$ cat src/rtl/xge_wb_cfg_master.sv
// xge_wb_cfg_master -- Wishbone classic master for the 10GE MAC register port.
//   Takes queued register commands (write or read), runs one single Wishbone
//   cycle per command and returns one response per command. A slave that never
//   acks is cut off after ACK_TIMEOUT cycles with rsp_timeout set.
// Ports:
//   wb_clk_i / wb_rst_i               clock, synchronous active-high reset
//   cmd_valid/ready/we/adr/dat        command push interface (into CMD FIFO)
//   rsp_valid/ready/we/adr/dat/timeout/irq  response interface, held until consumed
//   busy                              FIFO non-empty or FSM not idle
//   wb_adr_o/dat_o/we_o/cyc_o/stb_o   registered Wishbone master outputs
//   wb_ack_i/dat_i                    Wishbone slave replies
//   wb_int_i                          MAC interrupt level
// Build option: XGE_WB_IRQ_AUTOREAD_EN -- when defined, a rising edge on wb_int_i
//   queues an automatic read of ISR_ADR that takes priority over the FIFO.
//   Undefined: wb_int_i is ignored and rsp_irq is always 0.

// Generic synchronous FIFO used for the command queue.
// Latency: pushed entry visible at the output the cycle after the push.
// Backpressure: in_rdy depends only on occupancy; push and pop may coincide.
module xge_wb_cfg_fifo #(
  parameter int WIDTH = 41,
  parameter int DEPTH = 4
) (
  input  logic             clk,
  input  logic             rst,
  input  logic             in_vld,
  output logic             in_rdy,
  input  logic [WIDTH-1:0] in_dat,
  output logic             out_vld,
  input  logic             out_rdy,
  output logic [WIDTH-1:0] out_dat
);
  localparam int AW = $clog2(DEPTH);
  localparam logic [AW:0] FULL_CNT = DEPTH[AW:0];

  logic [WIDTH-1:0] mem_q [DEPTH];
  logic [AW-1:0]    wr_ptr_q, wr_ptr_d;
  logic [AW-1:0]    rd_ptr_q, rd_ptr_d;
  logic [AW:0]      cnt_q, cnt_d;
  logic             push, pop;

  assign in_rdy  = (cnt_q != FULL_CNT);
  assign out_vld = (cnt_q != '0);
  assign out_dat = mem_q[rd_ptr_q];
  assign push    = in_vld & in_rdy;
  assign pop     = out_vld & out_rdy;

  always_comb begin
    wr_ptr_d = wr_ptr_q;
    rd_ptr_d = rd_ptr_q;
    cnt_d    = cnt_q;
    if (push) wr_ptr_d = wr_ptr_q + 1'b1;
    if (pop)  rd_ptr_d = rd_ptr_q + 1'b1;
    case ({push, pop})
      2'b10:   cnt_d = cnt_q + 1'b1;
      2'b01:   cnt_d = cnt_q - 1'b1;
      default: cnt_d = cnt_q;
    endcase
  end

  always_ff @(posedge clk) begin
    if (rst) begin
      wr_ptr_q <= '0;
      rd_ptr_q <= '0;
      cnt_q    <= '0;
    end else begin
      wr_ptr_q <= wr_ptr_d;
      rd_ptr_q <= rd_ptr_d;
      cnt_q    <= cnt_d;
    end
  end

  // Storage carries no reset: only entries below cnt_q are ever read.
  always_ff @(posedge clk) begin
    if (push) mem_q[wr_ptr_q] <= in_dat;
  end
endmodule

// Wishbone command master: FIFO -> single classic cycle -> held response.
// Latency: cyc/stb rise two edges after a push into an empty queue.
// Backpressure: no new bus cycle until the pending response is consumed.
module xge_wb_cfg_master #(
  parameter int          CMD_FIFO_DEPTH = 4,
  parameter int          ACK_TIMEOUT    = 16,
  parameter logic [7:0]  ISR_ADR        = 8'h08
) (
  input  logic        wb_clk_i,
  input  logic        wb_rst_i,
  input  logic        cmd_valid,
  output logic        cmd_ready,
  input  logic        cmd_we,
  input  logic [7:0]  cmd_adr,
  input  logic [31:0] cmd_dat,
  output logic        rsp_valid,
  input  logic        rsp_ready,
  output logic        rsp_we,
  output logic [7:0]  rsp_adr,
  output logic [31:0] rsp_dat,
  output logic        rsp_timeout,
  output logic        rsp_irq,
  output logic        busy,
  output logic [7:0]  wb_adr_o,
  output logic [31:0] wb_dat_o,
  output logic        wb_we_o,
  output logic        wb_cyc_o,
  output logic        wb_stb_o,
  input  logic        wb_ack_i,
  input  logic [31:0] wb_dat_i,
  input  logic        wb_int_i
);
  typedef struct packed {
    logic        we;
    logic [7:0]  adr;
    logic [31:0] dat;
  } cmd_t;

  // ST_LOAD is the registered launch step: address/data are loaded on the
  // edge that pops the FIFO, cyc/stb follow on the next edge.
  typedef enum logic [1:0] {
    ST_IDLE = 2'd0,
    ST_LOAD = 2'd1,
    ST_REQ  = 2'd2,
    ST_RSP  = 2'd3
  } state_t;

  // Last REQ cycle index that may still see an ack before timing out.
  localparam logic [7:0] TO_LAST = 8'(ACK_TIMEOUT - 1);

  state_t      state_q, state_d;
  logic [7:0]  adr_q, adr_d;
  logic [31:0] dat_q, dat_d;
  logic        we_q, we_d;
  logic        cyc_q, cyc_d;
  logic [7:0]  cnt_q, cnt_d;
  logic        cur_irq_q, cur_irq_d;
  logic        rsp_vld_q, rsp_vld_d;
  logic        rsp_we_q, rsp_we_d;
  logic [7:0]  rsp_adr_q, rsp_adr_d;
  logic [31:0] rsp_dat_q, rsp_dat_d;
  logic        rsp_to_q, rsp_to_d;
  logic        rsp_irq_q, rsp_irq_d;

  cmd_t        cmd_in;
  cmd_t        fifo_head;
  logic        fifo_vld;
  logic        fifo_pop;
  logic        irq_take;
  logic        irq_issue;

  assign cmd_in.we  = cmd_we;
  assign cmd_in.adr = cmd_adr;
  assign cmd_in.dat = cmd_dat;

  xge_wb_cfg_fifo #(
    .WIDTH ($bits(cmd_t)),
    .DEPTH (CMD_FIFO_DEPTH)
  ) u_cmd_fifo (
    .clk     (wb_clk_i),
    .rst     (wb_rst_i),
    .in_vld  (cmd_valid),
    .in_rdy  (cmd_ready),
    .in_dat  (cmd_in),
    .out_vld (fifo_vld),
    .out_rdy (fifo_pop),
    .out_dat (fifo_head)
  );

`ifdef XGE_WB_IRQ_AUTOREAD_EN
  logic int_s_q, int_d1_q;
  logic irq_pend_q, irq_pend_d;
  logic int_rise;

  assign int_rise = int_s_q & ~int_d1_q;
  // A rise in the same cycle as the issue re-arms the request.
  assign irq_pend_d = (irq_pend_q & ~irq_issue) | int_rise;
  assign irq_take   = irq_pend_q;

  always_ff @(posedge wb_clk_i) begin
    if (wb_rst_i) begin
      int_s_q    <= 1'b0;
      int_d1_q   <= 1'b0;
      irq_pend_q <= 1'b0;
    end else begin
      int_s_q    <= wb_int_i;
      int_d1_q   <= int_s_q;
      irq_pend_q <= irq_pend_d;
    end
  end
`else
  logic int_unused;
  assign int_unused = wb_int_i | irq_issue;
  assign irq_take   = 1'b0;
`endif

  always_comb begin
    state_d   = state_q;
    adr_d     = adr_q;
    dat_d     = dat_q;
    we_d      = we_q;
    cyc_d     = cyc_q;
    cnt_d     = cnt_q;
    cur_irq_d = cur_irq_q;
    rsp_vld_d = rsp_vld_q;
    rsp_we_d  = rsp_we_q;
    rsp_adr_d = rsp_adr_q;
    rsp_dat_d = rsp_dat_q;
    rsp_to_d  = rsp_to_q;
    rsp_irq_d = rsp_irq_q;
    fifo_pop  = 1'b0;
    irq_issue = 1'b0;

    case (state_q)
      ST_IDLE: begin
        if (irq_take) begin
          adr_d     = ISR_ADR;
          dat_d     = '0;
          we_d      = 1'b0;
          cur_irq_d = 1'b1;
          irq_issue = 1'b1;
          state_d   = ST_LOAD;
        end else if (fifo_vld) begin
          fifo_pop  = 1'b1;
          adr_d     = fifo_head.adr;
          dat_d     = fifo_head.dat;
          we_d      = fifo_head.we;
          cur_irq_d = 1'b0;
          state_d   = ST_LOAD;
        end
      end
      ST_LOAD: begin
        cyc_d   = 1'b1;
        cnt_d   = '0;
        state_d = ST_REQ;
      end
      ST_REQ: begin
        // Ack is checked before the limit so an ack on the last cycle wins.
        if (wb_ack_i) begin
          cyc_d     = 1'b0;
          rsp_vld_d = 1'b1;
          rsp_we_d  = we_q;
          rsp_adr_d = adr_q;
          rsp_dat_d = we_q ? dat_q : wb_dat_i;
          rsp_to_d  = 1'b0;
          rsp_irq_d = cur_irq_q;
          state_d   = ST_RSP;
        end else if (cnt_q == TO_LAST) begin
          cyc_d     = 1'b0;
          rsp_vld_d = 1'b1;
          rsp_we_d  = we_q;
          rsp_adr_d = adr_q;
          rsp_dat_d = '0;
          rsp_to_d  = 1'b1;
          rsp_irq_d = cur_irq_q;
          state_d   = ST_RSP;
        end else begin
          cnt_d = cnt_q + 8'd1;
        end
      end
      ST_RSP: begin
        if (rsp_ready) begin
          rsp_vld_d = 1'b0;
          state_d   = ST_IDLE;
        end
      end
      default: state_d = ST_IDLE;
    endcase
  end

  always_ff @(posedge wb_clk_i) begin
    if (wb_rst_i) begin
      state_q   <= ST_IDLE;
      adr_q     <= '0;
      dat_q     <= '0;
      we_q      <= 1'b0;
      cyc_q     <= 1'b0;
      cnt_q     <= '0;
      cur_irq_q <= 1'b0;
      rsp_vld_q <= 1'b0;
      rsp_we_q  <= 1'b0;
      rsp_adr_q <= '0;
      rsp_dat_q <= '0;
      rsp_to_q  <= 1'b0;
      rsp_irq_q <= 1'b0;
    end else begin
      state_q   <= state_d;
      adr_q     <= adr_d;
      dat_q     <= dat_d;
      we_q      <= we_d;
      cyc_q     <= cyc_d;
      cnt_q     <= cnt_d;
      cur_irq_q <= cur_irq_d;
      rsp_vld_q <= rsp_vld_d;
      rsp_we_q  <= rsp_we_d;
      rsp_adr_q <= rsp_adr_d;
      rsp_dat_q <= rsp_dat_d;
      rsp_to_q  <= rsp_to_d;
      rsp_irq_q <= rsp_irq_d;
    end
  end

  assign wb_adr_o    = adr_q;
  assign wb_dat_o    = dat_q;
  assign wb_we_o     = we_q;
  assign wb_cyc_o    = cyc_q;
  assign wb_stb_o    = cyc_q;
  assign rsp_valid   = rsp_vld_q;
  assign rsp_we      = rsp_we_q;
  assign rsp_adr     = rsp_adr_q;
  assign rsp_dat     = rsp_dat_q;
  assign rsp_timeout = rsp_to_q;
  assign rsp_irq     = rsp_irq_q;
  assign busy        = fifo_vld | (state_q != ST_IDLE);
endmodule

$ cat config.mk
export PLATFORM = sky130hd
export DESIGN_NAME = xge_wb_cfg_master
export DESIGN_NICKNAME = d
export VERILOG_FILES = /design/src/rtl/xge_wb_cfg_master.sv
export SDC_FILE = /design/constraint.sdc
export NUM_CORES = 1
export LEC_CHECK = 0
export CAP_MARGIN = 20
export CORE_MARGIN = 5
export CORE_UTILIZATION = 46
export CTS_CLUSTER_DIAMETER = 50
export DETAILED_ROUTE_END_ITERATION = 10
export HOLD_SLACK_MARGIN = 0.1
export PLACE_DENSITY_LB_ADDON = 0.08
export SLEW_MARGIN = 0
export SYNTH_ARGS = -nofsm -noshare
export SYNTH_HDL_FRONTEND = slang
export SYNTH_SLANG_ARGS = --single-unit
$ cat constraint.sdc
create_clock -name wb_clk_i -period 7.6 [get_ports wb_clk_i]
set_clock_uncertainty 0.2 [all_clocks]
set_input_delay 1.52 -clock wb_clk_i [delete_from_list [all_inputs] [get_ports wb_clk_i]]
set_output_delay 1.52 -clock wb_clk_i [all_outputs]
set_load 0.1 [all_outputs]
# ---- Word-level counts from Yosys, hierarchy flattened
# Memories as Yosys holds them, arrays and structs flattened. A register that Yosys moved wholly into a read port is not among the register bits.
# Cells that the tools add are included.
dict set report word_totals {
  mem_count 1
  mem_bits_rw 164
  output_inout_bits 89
  input_bits 79
  register_bits 62
}
dict set report op_classes {
  n_eq_ne 12
  n_reduce_logical 13
  n_addsub 5
  bitwise_logic 3
  mux 28
}
# memory words word_bits rd rd_clocked_by_memory_dff wr line_no
set mem_list {}
lappend mem_list {u_cmd_fifo.mem_q 4 41 1 1 1 36} ;# logic [WIDTH-1:0] mem_q [DEPTH];
# cell count
set op_table {}
lappend op_table {{32-bit 2-to-1 mux} 3}
lappend op_table {{8-bit 2-to-1 mux} 4}
lappend op_table {{8-bit one-hot mux with 2 select lines} 1}
lappend op_table {{1-bit 2-to-1 mux} 12}
lappend op_table {{2-bit nonzero test} 5}
lappend op_table {{3-bit AND reduction} 3}
lappend op_table {{8-bit by 1-bit adder with 8-bit output, second input constant} 1}
lappend op_table {{8-bit by 4-bit == test with 1-bit output, second input constant} 1}
lappend op_table {{2-bit 2-to-1 mux} 4}
lappend op_table {{2-bit != test, second input constant} 4}
lappend op_table {{2-bit one-hot mux with 4 select lines} 1}
lappend op_table {{2-bit == test, second input constant} 3}
lappend op_table {{3-bit != test, second input constant} 2}
lappend op_table {{3-bit one-hot mux with 2 select lines} 1}
lappend op_table {{2-bit AND reduction} 3}
lappend op_table {{2-bit by 1-bit adder with 2-bit output, second input constant} 2}
lappend op_table {{2-bit by 1-bit == test with 1-bit output, second input constant} 2}
lappend op_table {{1-bit one-hot mux with 2 select lines} 2}
lappend op_table {{3-bit by 1-bit adder with 3-bit output, second input constant} 1}
lappend op_table {{3-bit nonzero test} 1}
lappend op_table {{3-bit by 1-bit subtractor with 3-bit output, second input constant} 1}
lappend op_table {{1-bit bitwise AND} 2}
lappend op_table {{2-bit zero test} 1}
lappend op_table {{1-bit bitwise OR} 1}

# ---- Depth between registers and ports, before layout
# Gate-level depths: netlist of the first run.
dict set report depth {
  depth_word 6
  mapped_depth 10
}

# ---- Hierarchy
# From an unflattened synthesis of the first run, not the netlist that was laid out.
dict set report hier_totals {
  cells_unflattened 757
  hier_area_um2 10498.8
}
# mod n_inst seq_area_each_um2 area_each_um2 cells_each
set by_module_without_submodules {}
lappend by_module_without_submodules {xge_wb_cfg_fifo 1 5104.9 6443.7 267}
lappend by_module_without_submodules {xge_wb_cfg_master 1 1901.8 4055.1 490}

# ---- Least setup slack after synthesis of the first run
# Ideal clock, no wire load.
dict set report synth_path {
  path_type {input to register}
  start {in cmd_valid}
  end {reg u_cmd_fifo.cnt_q[2]}
  t_required_ps 7330
  t_arrival_ps 2927
  path_slack_ps 4402
  path_stages 7
  path_cell_list {and2_1 -> inv_1 -> ha_1 -> fa_1 -> xnor2_1 -> or3_1 -> a21oi_1}
}
dict set report synth_via {
  elab_chain_len 3
}
# item line_no
set synth_lines {}
lappend synth_lines {{from (decl)} 89} ;# input logic cmd_valid,
lappend synth_lines {{1-bit bitwise AND *} 45} ;# assign push = in_vld & in_rdy;
lappend synth_lines {{2-bit by 1-bit == test with 1-bit output or 2-bit == test (tied branches)} 54} ;# case ({push, pop})
lappend synth_lines {{3-bit one-hot mux with 2 select lines or 2-bit nonzero test (tied branches)} n/a}
lappend synth_lines {{to (signal assigned)} 69} ;# cnt_q <= cnt_d;
lappend synth_lines {{to (decl)} 39} ;# logic [AW:0] cnt_q, cnt_d;
# Every way passes the cells marked *; elsewhere a longest branch is shown, timed or not.
# A chain may end at the register's enable or synchronous reset.

# ---- Final worst setup path of the first run
dict set report layout_path {
  start {reg state_q[1]}
  end {out busy}
}
dict set report layout_via {
  elab_chain_len 2
}
# item line_no
set layout_lines {}
lappend layout_lines {{from (decl)} 129} ;# state_t state_q, state_d;
lappend layout_lines {{from (signal assigned)} 285} ;# state_q <= state_d;
lappend layout_lines {{2-bit nonzero test} 312} ;# assign busy = fifo_vld | (state_q != ST_IDLE);
lappend layout_lines {{1-bit bitwise OR} 312}
lappend layout_lines {{to (decl)} 101} ;# output logic busy,
# Every way passes these cells.

==> results.json, run 1 <==
{
  "antenna_found_initial": 0,
  "hpwl_um": 14200,
  "p_per_area_nw_per_um2": 407,
  "tns_ns": 0,
  "syn_to_final_growth_pct": 28.0,
  "fin_nets": 928,
  "dieArea_um2": 25300,
  "synth_seq_cells": 266,
  "diodes": 0,
  "arrival_ns": 2.69,
  "final_util": 0.598,
  "finalHoldViolCount": 0,
  "syn_area_um2": 10200,
  "firstDrtPassIters": 5,
  "netlist_instances": 677,
  "status": "complete, no violations",
  "grt_max_degree": 70,
  "async_flop_share": 0,
  "synth_edf_count": 164,
  "syn-num-nets": 767,
  "yosys_most_used_dff": "edfxtp_1",
  "rsz0062_at_grt": "no",
  "drv_cap": 0,
  "ios": 168,
  "vias": 6216,
  "die_w_um": 159,
  "worst_pin_slew_ns": 1.10,
  "post_cts_buffers": 0,
  "grt_pass1_wl_um": 37700,
  "vdd_drop_max_mv": 0.255,
  "cts_resized": 0,
  "endpoint_kind": "output port",
  "hp-class": "register to register",
  "drv_slew": 0,
  "core_region_area_um2": 21800,
  "cts_num_sinks": 266,
  "cts_made_buffers": 30,
  "synth_cell_type_count": 53,
  "drt_iter0_markers": 335,
  "cp_max_fo": 4,
  "clk_pin_slew_ns": 0.06,
  "port_buffers": 165,
  "cts-root-buf": "clkbuf_16",
  "critPathLaunchType": "register",
  "grt_overflow": 0,
  "synth-seq-area-share": 0.683,
  "rows": 54,
  "layout-drive-gt1-share": 0.151,
  "dieHeight_um": 159,
  "ctsHoldBuffers": 0,
  "setup_viol": 0,
  "max_freq_ghz": 0.227,
  "avgSynthCellArea_um2": 15.1,
  "grt_pass1_vias": 6584,
  "critical_path_class": "register to output port",
  "min_period_ns": 4.41,
  "initial_core_util": 0.467,
  "drc": 0,
  "wl_um": 23800,
  "required_ns": 5.88,
  "finalCritPeriodShare": 0.580,
  "gp_congestion": 0.758,
  "insertion_delay_ns": 0.55,
  "ant_nets": 0,
  "gr-usage-all-layers": 0.184,
  "p_leak_nw": 4.29,
  "wl_per_cell_um": 20.8,
  "vias_per_cell": 5.44,
  "cts_tree": "yes",
  "yosys_warnings": 0,
  "htree_levels": 1,
  "max_slew_margin": 0.267,
  "max-clock-path-buffers": 3
}
-- through the flow --
stage	setup WS, ns	cell area (µm²)	hold WS, ns	power [mW]	cells
6_report	3.19	13100	0.265	5.32	1142
3_5_place_dp	3.65	12100	0.247	3.96	1086
2_1_floorplan	4.40	10200	0.268	3.43	677
3_3_place_gp	3.71	12100	0.246	3.92	1086
5_1_grt	3.09	13100	0.281	5.56	1142
4_1_cts	3.16	13100	0.269	5.38	1142
-- kinds of logic (layout without fill, tap and decap cells) --
group / after synthesis / after routing / synth area share
mux: 75 / 75 / 0.124
compound gates: 125 / 125 / 0.0863
xor+xnor: 5 / 5 / 0.00429
fa+ha+maj: 11 / 11 / 0.0142
flops: 266 / 266 / 0.683
simple gates: 136 / 136 / 0.0602
other cells: 1 / 1 / 0.000368
buf+inv: 58 / 243 / 0.0277
-- path summary, 6_finish.rpt --
check	start	end	slack, ns	cells past startpoint
worst max-delay path	state_q[1]$_SDFFE_PP0P_	busy	3.19	4
worst min-delay path	rsp_dat[5]$_SDFFE_PP0P_	rsp_dat[5]$_SDFFE_PP0P_	0.27	1
worst min register to register	rsp_dat[5]$_SDFFE_PP0P_	rsp_dat[5]$_SDFFE_PP0P_	0.27	1
worst max register to register	state_q[1]$_SDFFE_PP0P_	u_cmd_fifo.cnt_q[2]$_SDFFE_PP0P_	4.62	9
-- critical path, cell delays in order (launching register included) --
cell	delay, ns
dfxtp_1	0.34
inv_1	0.10
ha_1	0.23
or4b_4	0.49
clkdlybuf4s50_1	0.99
-- synth_stat cells (all sizes together), types with 2 or more instances --
| library cell | n | area share |
|---|---|---|
| a21o | 2 | 0.0022 |
| a21oi | 61 | 0.031 |
| a31oi | 4 | 0.0025 |
| and3 | 5 | 0.0031 |
| buf | 23 | 0.015 |
| clkbuf | 23 | 0.0086 |
| dfxtp | 102 | 0.20 |
| edfxtp | 164 | 0.48 |
| ha | 10 | 0.012 |
| inv | 12 | 0.0044 |
| mux2i | 34 | 0.033 |
| mux4 | 41 | 0.091 |
| nand2 | 95 | 0.035 |
| nand3 | 12 | 0.0059 |
| nand4 | 3 | 0.0018 |
| nand4b | 2 | 0.0017 |
| nor2 | 6 | 0.0022 |
| nor3 | 3 | 0.0020 |
| o21ai | 15 | 0.0074 |
| o2bb2ai | 32 | 0.034 |
| o32ai | 2 | 0.0017 |
| xnor2 | 3 | 0.0026 |
| xor2 | 2 | 0.0017 |
-- area by class of cell --
type,count,area [µm²]
Clock buffer,45,911
Clock inverter,11,86.3
Timing Repair Buffer,175,1720
Tap cell,280,350
Fill cell,1703,8770
Sequential cell,266,6970
Multi-Input combinational cell,353,2970
Inverter,12,45.0
-- flip-flops by register name, summed over array words and instances, names as in the netlist --
signal               flops
rsp_timeout              1
rsp_valid                1
u_cmd_fifo.rd_ptr_q      2
u_cmd_fifo.cnt_q         3
u_cmd_fifo.wr_ptr_q      2
wb_dat_o                32
state_q                  2
rsp_adr                  8
wb_we_o                  1
rsp_dat                 32
u_cmd_fifo.mem_q       164
wb_cyc_o                 1
cnt_q                    8
wb_adr_o                 8
rsp_we                   1
-- cells in the final DEF, fill, tap and decap left out, types with 2 or more instances in the layout --
cell type	instances
a21oi_1	60
a31oi_1	4
and3_2	4
buf_4	10
clkbuf_1	6
clkbuf_16	32
clkbuf_8	6
clkdlybuf4s50_1	164
clkinv_2	8
dfxtp_1	99
dfxtp_2	2
edfxtp_1	164
ha_1	10
inv_1	11
mux2i_1	34
mux4_2	41
nand2_1	95
nand3_1	11
nand4_1	3
nand4b_1	2
nor2_1	6
nor3_1	2
o21ai_0	15
o2bb2ai_1	22
o2bb2ai_2	10
o32ai_1	2
xnor2_1	3
xor2_1	2
-- power by group --
| group | internal (mW) | leakage [nW] | switching (mW) |
|---|---|---|---|
| Combinational | 0.588 | 1.46 | 1.37 |
| Sequential | 1.75 | 2.34 | 0.199 |
| Clock | 0.859 | 0.498 | 0.554 |
-- metal layers --
metal | wire [µm] | part of all wire | GRT usage
met1 | 9920 | 0.42 | 0.235
met2 | 11800 | 0.50 | 0.316
met3 | 1600 | 0.067 | 0.0469
met4 | 487 | 0.020 | 0.0489
met5 | 0 | 0 | 0
Note: power is estimated with default switching activity, not from simulation.
==> inputs of run 2 (changes only) <==
==> constraint.sdc (replaced) <==
create_clock -name wb_clk_i -period 3.65 [get_ports wb_clk_i]
set_clock_uncertainty 0.2 [all_clocks]
set_input_delay 0.73 -clock wb_clk_i [delete_from_list [all_inputs] [get_ports wb_clk_i]]
set_output_delay 0.73 -clock wb_clk_i [all_outputs]
set_load 0.1 [all_outputs]
==> run 2 against run 1 <==
Register-to-register slack got worse by 3.5 ns. First-iteration DRC count increased by 30%. Critical endpoint is now wb_dat_o[14]. Cell count increased by 0.44%. Global-route usage increased by 0.57 points. Largest power group unchanged. Core utilization decreased by 0.50 points. Combinational power increased by 110%. Hold slack got worse by 0.0027 ns. Final area decreased by 0.83%.
==> results.json, run 2 (synthesized netlist as in run 1, its figures left out) <==
{
  "status": "complete, no violations",
  "layout-drive-gt1-share": 0.215,
  "setup_viol": 0,
  "final_cell_mix": "edfxtp_1, clkdlybuf4s50_1, dfxtp_1, nand2_1, buf_4",
  "critical_path_class": "register to output port",
  "tns_ns": 0,
  "dieHeight_um": 159,
  "swShare": 0.403,
  "finalHoldViolCount": 0,
  "clkPwrFrac": 0.261,
  "max-clock-path-buffers": 3,
  "wl_per_cell_um": 21.2,
  "final_cells": 1147,
  "drv_slew": 0,
  "worst_pin_slew_ns": 1.01,
  "max_freq_ghz": 0.336,
  "drc": 0,
  "crit_chain": "clkdlybuf4s50_1",
  "min_period_ns": 2.97,
  "required_ns": 2.72,
  "grt_max_degree": 50,
  "rows": 54,
  "grt_pass1_vias": 6642,
  "vdd_drop_max_mv": 0.528,
  "cts_made_buffers": 30,
  "placed_area_um2": 12000,
  "gr-usage-all-layers": 0.190,
  "vias_per_cell": 5.49,
  "final_common_cell": "edfxtp_1",
  "place_ws_ns": 0.566,
  "cp_slowest_cell": "clkdlybuf4s50_1",
  "nFillCells": 1742,
  "p_per_area_nw_per_um2": 851,
  "grt_pass1_wl_um": 38600,
  "largest_reg_flops": 164,
  "cp_num_buf_inv": 1,
  "cpPeakStageDelay_ns": 1.14,
  "insertion_delay_ns": 0.54,
  "switchingPower_mw": 4.45,
  "critPathLaunchType": "register",
  "hp-class": "register to register",
  "cts_resized": 0,
  "placed_cells": 1091,
  "p_leak_nw": 4.39,
  "core_region_area_um2": 21800,
  "initial_core_util": 0.467,
  "diodes": 0,
  "dieArea_um2": 25300,
  "rsz0062_at_grt": "no",
  "gp_congestion": 0.751,
  "fin_area_um2": 12900,
  "ant_nets": 0,
  "grt_overflow": 0,
  "port_buffers": 165,
  "syn_to_final_growth_pct": 26.9,
  "pwr-share-seq": 0.373,
  "critical_path.top_delay_family": "buffers and inverters",
  "cp_max_fo": 3,
  "vias": 6294,
  "fin_ws_ns": 0.676,
  "firstDrtPassIters": 4,
  "comb_power_share": 0.365,
  "post_cts_buffers": 0,
  "drt_iter0_markers": 436,
  "fin_hold_ws_ns": 0.262,
  "htree_levels": 1,
  "cts_num_sinks": 266,
  "internal_power_mw": 6.57,
  "wl_um": 24300,
  "ios": 168,
  "ctsHoldBuffers": 0,
  "largest_register": "u_cmd_fifo.mem_q",
  "finalCritPeriodShare": 0.815,
  "endpoint_kind": "output port",
  "fin_nets": 933,
  "cts_tree": "yes",
  "cts-root-buf": "clkbuf_16",
  "die_w_um": 159,
  "max_slew_margin": 0.325,
  "hpwl_um": 15000,
  "arrival_ns": 2.04,
  "clk_pin_slew_ns": 0.06,
  "antenna_found_initial": 0,
  "drv_cap": 0
}
## run 2: cell types whose count changed in the layout (fill, tap and decap cells not counted), sizes merged
cell / previous run / this run
clkbuf: 45 / 41
clkinvlp: 1 / 4
buf: 11 / 75
bufinv: 1 / 2
clkdlybuf4s50: 164 / 105
## run 2: power by group through the flow
| stage | sequential [mW] | combinational (mW) | clock [mW] |
|---|---|---|---|
| 5_1_grt | 4.20 | 4.26 | 3.08 |
| 6_report | 4.11 | 4.02 | 2.88 |
| 3_5_place_dp | 4.20 | 4.06 | 0 |
| 4_1_cts | 4.14 | 4.06 | 2.95 |
| 3_3_place_gp | 4.19 | 3.98 | 0 |
| 2_1_floorplan | 5.37 | 1.78 | 0 |
## run 2: final timing paths
kind                                    startpoint                               end  slack, ns  cells past startpoint
setup / recovery         wb_dat_o[14]$_SDFFE_PP0P_                      wb_dat_o[14]       0.68                      1
hold / removal            rsp_dat[23]$_SDFFE_PP0P_          rsp_dat[23]$_SDFFE_PP0P_       0.26                      1
setup reg to reg  u_cmd_fifo.cnt_q[0]$_SDFFE_PP0P_  u_cmd_fifo.cnt_q[2]$_SDFFE_PP0P_       1.09                      8
hold reg to reg           rsp_dat[23]$_SDFFE_PP0P_          rsp_dat[23]$_SDFFE_PP0P_       0.26                      1
## run 2: cell type report
cell class              instances  area [µm²]  share of cell area
clock inverters                15         128             0.00986
flip-flops and latches        266        6970               0.539
multi-input cells             353        2970               0.229
well taps                     280         350              0.0271
inverters                      12        45.0             0.00348
repair buffers                180        1650               0.127
clock buffers                  41         833              0.0644
## run 2: layer usage
metal  GRT usage  routed length [µm]  vias to the layer above
li1            -                   -                     2902
met3      0.0399                1620                       37
met4      0.0442                 479                        0
met1       0.257               10100                     3153
met2       0.318               12100                      202
met5           0                   0                        -
## run 2: stage by stage
stage	total power, mW	utilization
final	11.0	0.593
after global routing	11.5	0.593
after CTS	11.2	0.593
after detailed placement	8.25	0.549
after global placement	8.17	0.548
after floorplan	7.15	-
==> inputs of run 3 (changes only) <==
==> constraint.sdc (replaced) <==
create_clock -name wb_clk_i -period 2.85 [get_ports wb_clk_i]
set_clock_uncertainty 0.2 [all_clocks]
set_input_delay 0.57 -clock wb_clk_i [delete_from_list [all_inputs] [get_ports wb_clk_i]]
set_output_delay 0.57 -clock wb_clk_i [all_outputs]
set_load 0.1 [all_outputs]
==> run 3 against run 2 <==
Clock power rose by 39%. Global-route usage is 0.11 points lower. Final area up 0.59%. Sequential share of layout area is 0.32 points lower. Total power increased by 31%. Combinational power rose by 32%. Sequential power grew 25%. First-iteration DRC count fell by 14%. Worst setup slack worse by 0.57 ns. Hold slack about the same. Largest power group is now combinational logic. Highest routed layer is now met5.
==> results.json, run 3 (synthesized netlist as in run 1, its figures left out) <==
{
  "vias_per_cell": 5.49,
  "hold_depth": 1,
  "hold_end": "rsp_dat[23]$_SDFFE_PP0P_",
  "finalHoldViolCount": 0,
  "final_cells": 1149,
  "p_leak_nw": 4.53,
  "rrSetupSlack_ns": 0.31,
  "grt_pass1_vias": 6642,
  "grt_overflow": 0,
  "setup_viol": 0,
  "power_mw": 14.4,
  "vias": 6307,
  "grt_pass1_wl_um": 38500,
  "grt_max_degree": 44,
  "wl_um": 24200,
  "dieArea_um2": 25300,
  "cp_max_fo": 3,
  "firstDrtPassIters": 4,
  "htree_levels": 1,
  "max_freq_ghz": 0.364,
  "layout-drive-gt1-share": 0.261,
  "ant_nets": 0,
  "gp_congestion": 0.781,
  "worst_pin_slew_ns": 0.653,
  "placed_area_um2": 12000,
  "cts_num_sinks": 266,
  "cts_made_buffers": 29,
  "insertion_delay_ns": 0.54,
  "post_cts_buffers": 0,
  "fin_area_um2": 13000,
  "syn_to_final_growth_pct": 27.7,
  "r2r_start": "u_cmd_fifo.cnt_q[0]$_SDFFE_PP0P_",
  "placed_cells": 1095,
  "required_ns": 2.08,
  "hpwl_um": 15100,
  "rows": 54,
  "drv_cap": 0,
  "drc": 0,
  "rr_endpoint": "u_cmd_fifo.cnt_q[2]$_SDFFE_PP0P_",
  "initial_core_util": 0.467,
  "largest_register": "u_cmd_fifo.mem_q",
  "p_per_area_nw_per_um2": 1110,
  "cts-root-buf": "clkbuf_16",
  "drv_slew": 0,
  "largest_reg_flops": 164,
  "ios": 168,
  "antenna_found_initial": 1,
  "vdd_drop_max_mv": 0.658,
  "dieHeight_um": 159,
  "critical_path_class": "register to output port",
  "core_region_area_um2": 21800,
  "fin_nets": 936,
  "endpoint_kind": "output port",
  "max_slew_margin": 0.565,
  "hp-start": "rsp_dat[23]$_SDFFE_PP0P_",
  "final_common_cell": "edfxtp_1",
  "cts_resized": 0,
  "die_w_um": 159,
  "gr-usage-all-layers": 0.189,
  "clk_pin_slew_ns": 0.06,
  "ctsHoldBuffers": 0,
  "wl_per_cell_um": 21.0,
  "critPathLaunchType": "register",
  "min_period_ns": 2.75,
  "diodes": 0,
  "finalCritPeriodShare": 0.964,
  "hp-class": "register to register",
  "drt_iter0_markers": 374,
  "final_cell_mix": "edfxtp_1, buf_4, dfxtp_1, nand2_1, clkdlybuf4s50_1",
  "rsz0062_at_grt": "no",
  "arrival_ns": 1.98,
  "port_buffers": 165,
  "reg2reg_depth": 8,
  "max-clock-path-buffers": 3,
  "cts_tree": "yes",
  "status": "complete, no violations"
}
==> run 3: worst max path at each step <==
stage / start / end / cells after the start
floorplan: u_cmd_fifo.cnt_q[0]$_SDFFE_PP0P_ / u_cmd_fifo.cnt_q[2]$_SDFFE_PP0P_ / 8
global placement: cmd_valid / u_cmd_fifo.cnt_q[2]$_SDFFE_PP0P_ / 8
detailed placement: cmd_valid / u_cmd_fifo.cnt_q[2]$_SDFFE_PP0P_ / 8
CTS: state_q[0]$_SDFFE_PP0P_ / busy / 4
global route: state_q[0]$_SDFFE_PP0P_ / busy / 4
finish: state_q[0]$_SDFFE_PP0P_ / busy / 4
==> run 3: layer usage <==
metal,GRT usage,routed length (µm),vias up
met5,0,13,-
li1,-,-,2907
met4,0.0427,505,2
met3,0.0358,1570,45
met2,0.320,12000,182
met1,0.255,10100,3171
==> run 3: final cells by class <==
type,instances,area (µm²)
multi-input cells,353,2970
flip-flops and latches,266,6970
fillers,1690,8800
clock inverters,21,272
clock buffers,33,771
well taps,280,350
repair buffers,184,1640
inverters,12,45.0
==> run 3: through the flow <==
stage | setup WS [ns] | TNS (ns) | hold slack (ns) | utilization
floorplan | 0.114 | 0 | 0.268 | -
global placement | -0.00674 | -0.00674 | 0.247 | 0.549
global route | 0.00733 | 0 | 0.283 | 0.597
finish | 0.103 | 0 | 0.262 | 0.597
detailed placement | -0.0624 | -0.0624 | 0.249 | 0.549
CTS | 0.0842 | 0 | 0.267 | 0.597
==> run 3: critical path: stages, from the launching register on <==
cell and delay [ns]:
dfxtp_1 0.33, inv_1 0.11, ha_1 0.25, or4b_4 0.51, buf_4 0.25
==> run 3: where the power goes <==
part | internal (mW) | total [mW] | switching [mW]
clock | 2.49 | 3.99 | 1.50
sequential | 4.67 | 5.12 | 0.451
combinational | 1.56 | 5.31 | 3.75
total | 8.72 | 14.4 | 5.70
